$ cat config.mk
export PLATFORM = sky130hd
export DESIGN_NAME = parallel_threshold_ctrl
export DESIGN_NICKNAME = d
export VERILOG_FILES = /design/src/rtl/parallel_threshold_ctrl.sv
export SDC_FILE = /design/constraint.sdc
export NUM_CORES = 1
export LEC_CHECK = 0
export BUFFER_PORTS_ARGS = -buffer_cell sky130_fd_sc_hd__buf_2
export CAP_MARGIN = 20
export CORE_AREA = 3 3 100 83
export CTS_BUF_LIST = sky130_fd_sc_hd__clkbuf_4
export DETAILED_ROUTE_END_ITERATION = 16
export DIE_AREA = 0 0 103 86
export GPL_ROUTABILITY_DRIVEN = 0
export PLACE_DENSITY = 0.8
export SYNTH_ARGS = -nofsm -noshare
export SYNTH_HDL_FRONTEND = slang
export SYNTH_SLANG_ARGS = --single-unit
$ cat constraint.sdc
create_clock -name clock -period 3.1 [get_ports clock]
set_input_delay 0.155 -clock clock [delete_from_list [all_inputs] [get_ports clock]]
set_output_delay 0.155 -clock clock [all_outputs]
set_load 0.01 [all_outputs]
$ cat src/rtl/parallel_threshold_ctrl.sv
// Parallel threshold controller: launches NUM_LANES workers staggered by LAUNCH_GAP cycles and
// merges their pixel writes round-robin into one registered write port (1-cycle grant-to-write).
module parallel_threshold_ctrl #(
    parameter int NUM_LANES  = 4,
    parameter int X_BITS     = 8,
    parameter int Y_BITS     = 8,
    parameter int C_BITS     = 5,
    parameter int CYCLE_BITS = 24,
    parameter int LAUNCH_GAP = 2
) (
    input  logic                        clock,
    input  logic                        not_reset,
    input  logic                        start,
    input  logic [C_BITS-1:0]           c_in,
    input  logic                        invert_in,
    output logic [NUM_LANES-1:0]        lane_en,
    input  logic [NUM_LANES-1:0]        lane_done,
    input  logic [NUM_LANES-1:0]        lane_wr_valid,
    input  logic [NUM_LANES*X_BITS-1:0] lane_wr_x,
    input  logic [NUM_LANES*Y_BITS-1:0] lane_wr_y,
    input  logic [NUM_LANES-1:0]        lane_wr_bit,
    output logic [NUM_LANES-1:0]        lane_wr_ready,
    output logic [X_BITS-1:0]           oX,
    output logic [Y_BITS-1:0]           oY,
    output logic                        oPix,
    output logic                        oWren,
    output logic [C_BITS-1:0]           c_out,
    output logic                        invert_out,
    output logic [4:0]                  state_onehot,
    output logic [CYCLE_BITS-1:0]       cycle_count
);
    localparam int PW = (NUM_LANES > 1) ? $clog2(NUM_LANES) : 1;
    localparam int LW = $clog2(NUM_LANES + 1);
    localparam int GW = (LAUNCH_GAP > 1) ? $clog2(LAUNCH_GAP) : 1;

    typedef enum logic [2:0] {
        IDLE   = 3'd0,
        LAUNCH = 3'd1,
        RUN    = 3'd2,
        DRAIN  = 3'd3,
        DONE   = 3'd4
    } state_t;

    state_t          state;
    state_t          state_next;
    logic            accept;
    logic            active;
    logic            launch_last;
    logic [LW-1:0]   next_lane;
    logic [GW-1:0]   gap_cnt;
    logic [NUM_LANES-1:0] req;
    logic [PW-1:0]   ptr;
    logic [PW-1:0]   grant_idx;
    logic [PW-1:0]   scan_idx;
    logic            grant_found;

    assign accept      = start && (state == IDLE || state == DONE);
    assign active      = (state == LAUNCH) || (state == RUN) || (state == DRAIN);
    assign launch_last = (next_lane == LW'(NUM_LANES));
    assign req         = lane_wr_valid & lane_en & {NUM_LANES{active}};

    always_ff @(posedge clock or negedge not_reset) begin
        if (!not_reset) state <= IDLE;
        else            state <= state_next;
    end

    always_comb begin
        state_next = state;
        case (state)
            IDLE:    if (start) state_next = LAUNCH;
            LAUNCH:  if (launch_last) state_next = RUN;
            RUN:     if (&lane_done) state_next = DRAIN;
            DRAIN:   if (req == '0) state_next = DONE;
            DONE:    if (start) state_next = LAUNCH;
            default: state_next = IDLE;
        endcase
    end

    always_comb begin
        state_onehot = 5'b00001;
        case (state)
            IDLE:    state_onehot = 5'b00001;
            LAUNCH:  state_onehot = 5'b00010;
            RUN:     state_onehot = 5'b00100;
            DRAIN:   state_onehot = 5'b01000;
            DONE:    state_onehot = 5'b10000;
            default: state_onehot = 5'b00001;
        endcase
    end

    // Lane 0 comes up with the accept edge; each further lane after LAUNCH_GAP more cycles.
    always_ff @(posedge clock or negedge not_reset) begin
        if (!not_reset) begin
            lane_en   <= '0;
            next_lane <= '0;
            gap_cnt   <= '0;
        end else if (accept) begin
            lane_en   <= NUM_LANES'(1);
            next_lane <= LW'(1);
            gap_cnt   <= '0;
        end else if (state_next == DONE) begin
            lane_en   <= '0;
        end else if (state == LAUNCH && !launch_last) begin
            if (gap_cnt == GW'(LAUNCH_GAP - 1)) begin
                lane_en   <= lane_en | (NUM_LANES'(1) << next_lane);
                next_lane <= next_lane + LW'(1);
                gap_cnt   <= '0;
            end else begin
                gap_cnt   <= gap_cnt + GW'(1);
            end
        end
    end

    always_ff @(posedge clock or negedge not_reset) begin
        if (!not_reset) begin
            c_out       <= '0;
            invert_out  <= 1'b0;
            cycle_count <= '0;
        end else if (accept) begin
            c_out       <= c_in;
            invert_out  <= invert_in;
            cycle_count <= '0;
        end else if (active && !(&cycle_count)) begin
            cycle_count <= cycle_count + CYCLE_BITS'(1);
        end
    end

    // Search begins at the lane after the previous winner, so a held request waits at most NUM_LANES cycles.
    always_comb begin
        lane_wr_ready = '0;
        grant_idx     = '0;
        grant_found   = 1'b0;
        scan_idx      = '0;
        for (int k = 0; k < NUM_LANES; k++) begin
            scan_idx = PW'((int'(ptr) + k) % NUM_LANES);
            if (!grant_found && req[scan_idx]) begin
                grant_found             = 1'b1;
                lane_wr_ready[scan_idx] = 1'b1;
                grant_idx               = scan_idx;
            end
        end
    end

    always_ff @(posedge clock or negedge not_reset) begin
        if (!not_reset) begin
            ptr   <= '0;
            oX    <= '0;
            oY    <= '0;
            oPix  <= 1'b0;
            oWren <= 1'b0;
        end else begin
            oWren <= grant_found;
            if (grant_found) begin
                ptr  <= (int'(grant_idx) == NUM_LANES - 1) ? '0 : grant_idx + PW'(1);
                oX   <= lane_wr_x[grant_idx*X_BITS +: X_BITS];
                oY   <= lane_wr_y[grant_idx*Y_BITS +: Y_BITS];
                oPix <= lane_wr_bit[grant_idx] ^ invert_out;
            end
        end
    end
endmodule

==> summary.txt <==
Detailed routing
  • WL met2: 4.94 mm
  • Drt total wl: 9.83 mm
  • WL/cell: 15.7 um
  • ANT nets after route: 0
  • Top sig layer: met4
  • Residual DRC: 0
  • Routed vias: 3424
  • M1 WL: 4.13 mm
  • WL met3: 672 um
  • Vias/cell: 5.47
  • Initial DRC count: 97
  • Pre-Repair DR Iteration Count: 4

Synthesis
  • Post-Synthesis Mean Instance Area: 9.73 um2
  • Synth Register Bits: 61
  • Post-Synthesis Cells: 374
  • EDFF count, synth: 0
  • Top FF cell, synth: dfrtp_1
  • Synthesized Nets: 469
  • Fraction of registers with async set/reset: 1.00
  • Post-Syn Area: 3640 um2
  • Synth cell types: 52
  • Seq/Total Area, Yosys: 0.419
  • Yosys warning count: 0

Floorplanning
  • Die Ht: 86 um
  • Io pins: 146
  • Row count: 28
  • Core Footprint: 7360 um2
  • Starting Density: 0.495
  • Total die area: 8860 um2
  • Die W: 103 um

CTS
  • Max clock buf depth: 2
  • CTS tree: built
  • Worst-path clk slew: 100 ps
  • CTS Buf Count: 9
  • Clk_lat worst skew: 400 ps
  • CTS root buf: clkbuf_4
  • H-tree levels: 3
  • Clock sinks: 61

Layout
  • Layout area overhead: 28.0%
  • Post-route cell area: 4660 um2
  • Layout cells sized above 1: 0.341
  • Commonest non-fill, non-tap cell in the layout: buf_2
  • Layout Cells excl Fill: 626
  • Most frequent cells in the layout: 145 x buf_2, 61 x dfrtp_1, 54 x nor2_1
  • # nets final: 627
  • Fin util: 0.633
  • # diodes: 0

Critical path
  • Bufs and invs on worst path: 2
  • Critical path endpoint category: flop
  • Critical path, cell by cell: inv_1 > ha_1 > mux4_2 > nor4b_4 > nor4_4 > or2_2 > buf_12 > mux2i_1 > a221oi_1
  • Slowest-stage cell, CP: dfrtp_1
  • Max stage delay on crit path: 450 ps
  • Worst-path fanout max: 32
  • Worst setup SP type: flop
  • Crit Path Class: flop to flop
  • CP Data Required Time: 3380 ps
  • Worst path arrival time: 3190 ps
  • CP top delay family: simple AND/OR/NAND/NOR gates

Run
  • Max_cap viols: 0

Timing
  • Max Freq: 0.344 GHz
  • Sum Neg Setup Slack: 0 ps
  • RSZ-0062 raised after global routing: no
  • Max-slew headroom: 0.474
  • Worst Skew: 24.5 ps
  • Final period util: 0.938
  • Final Hold Fails: 0
  • Max Transition Viols Final: 0
  • Slew @ Worst Pin: 789 ps
  • Tmin final: 2910 ps
  • Count of final setup violators: 0

Pwr
  • Pwr Total: 4360 uW
  • Lkg Pwr: 0.00230 uW
  • Peak VDD IR: 585 uV
  • PwrDens: 936 nW/um2

Place
  • DP Wirelength: 7.40 mm
  • Area post-placement: 4450 um2
  • PortBufs: 145
  • Placed cell count: 603

Worst hold path
  • Worst min-delay path class: input pin to flop

GRT
  • Total grt overflow: 0
  • First-pass GRT wire length: 15.9 mm
  • Vias in the first global route: 3421
  • Initial antenna violation count: 0
  • Total GRT Usage: 0.224
  • Largest net degree at the start of global routing: 35

Outcome
  • Status: completed
[registers in the layout (all words and copies together) (netlist names)]
signal and flops:
oX 8, invert_out 1, cycle_count 24, oPix 1
ptr 2, gap_cnt 1, oY 8, state 3
next_lane 3, c_out 5, oWren 1, lane_en 4
[power breakdown]
part | switching (uW) | internal, uW
Sequential | 203 | 1070
Combinational | 1420 | 1120
Clock | 299 | 246
Total | 1920 | 2440
[cells in the mapped netlist, types with 2 or more instances]
master | n | area share
nand3_1 | 13 | 0.018
nor3_1 | 3 | 0.0041
nand2b_1 | 3 | 0.0052
a31oi_1 | 2 | 0.0034
xnor2_1 | 9 | 0.022
mux4_2 | 3 | 0.019
o2111ai_1 | 2 | 0.0048
a22oi_1 | 9 | 0.019
or4_1 | 2 | 0.0041
a221oi_1 | 16 | 0.038
xor2_1 | 16 | 0.038
buf_2 | 2 | 0.0028
a21oi_1 | 10 | 0.014
and4_1 | 3 | 0.0072
buf_6 | 3 | 0.0093
nor3b_1 | 3 | 0.0062
nand4_1 | 5 | 0.0086
ha_1 | 10 | 0.034
clkbuf_1 | 8 | 0.0083
o21ai_0 | 8 | 0.011
buf_12 | 2 | 0.011
or2_1 | 2 | 0.0034
dfrtp_1 | 61 | 0.42
and2_4 | 5 | 0.012
mux2i_1 | 33 | 0.091
nand3b_1 | 4 | 0.0083
inv_1 | 11 | 0.011
or3_1 | 4 | 0.0069
nor2_1 | 54 | 0.056
and2_1 | 4 | 0.0069
nand2_1 | 43 | 0.044
[metal layers]
layer,GRT usage,vias up
met5,0,-
met4,0.0518,0
met3,0.0626,13
met2,0.386,126
met1,0.278,1636
li1,-,1649
[final timing paths]
| check | startpoint | cells past startpoint | slack (ps) | end |
|---|---|---|---|---|
| min reg2reg | c_out[2]$_DFFE_PN0P_ | 2 | 480 | c_out[2]$_DFFE_PN0P_ |
| max | ptr[1]$_DFFE_PN0P_ | 9 | 190 | oY[6]$_DFFE_PN0P_ |
| max in group asynchronous | not_reset | 3 | 1870 | lane_en[2]$_DFFE_PN0P_ |
| max reg2reg | ptr[1]$_DFFE_PN0P_ | 9 | 190 | oY[6]$_DFFE_PN0P_ |
| min in group asynchronous | not_reset | 2 | 350 | cycle_count[6]$_DFFE_PN0P_ |
| min | start | 2 | 40 | state[2]$_DFF_PN0_ |
[timing repair]
action / CTS / global route
hold endpoints to repair: 39 / 0
gates resized for setup: 0 / 1
setup buffers: 0 / 1
setup endpoints to repair: 0 / 15
hold buffers: 7 / 0
[through the flow]
stage          worst slack, ps  hold WS [ps]
6_report                   191          39.8
5_1_grt                   28.4          41.0
4_1_cts                    111          9.85
3_5_place_dp               129           280
3_3_place_gp               306           268
2_1_floorplan              426          -141
[final cells by class]
type,count,area [um2]
Timing Repair Buffer,163,895
Sequential cell,61,1530
Clock buffer,10,75.1
Inverter,12,45.0
Tap cell,90,113
Multi-Input combinational cell,285,1950
Clock inverter,5,52.6
Fill cell,642,2700
[kinds of logic after synthesis]
family	synth area share
AOI/OAI and AO/OA	0.115
xor gates and xnor gates	0.0602
adders and majority gates	0.0344
buffers and inverters	0.0447
DFF	0.419
muxes	0.109
and+or+nand+nor	0.217
No activity file was read; power rests on OpenSTA's default activity.
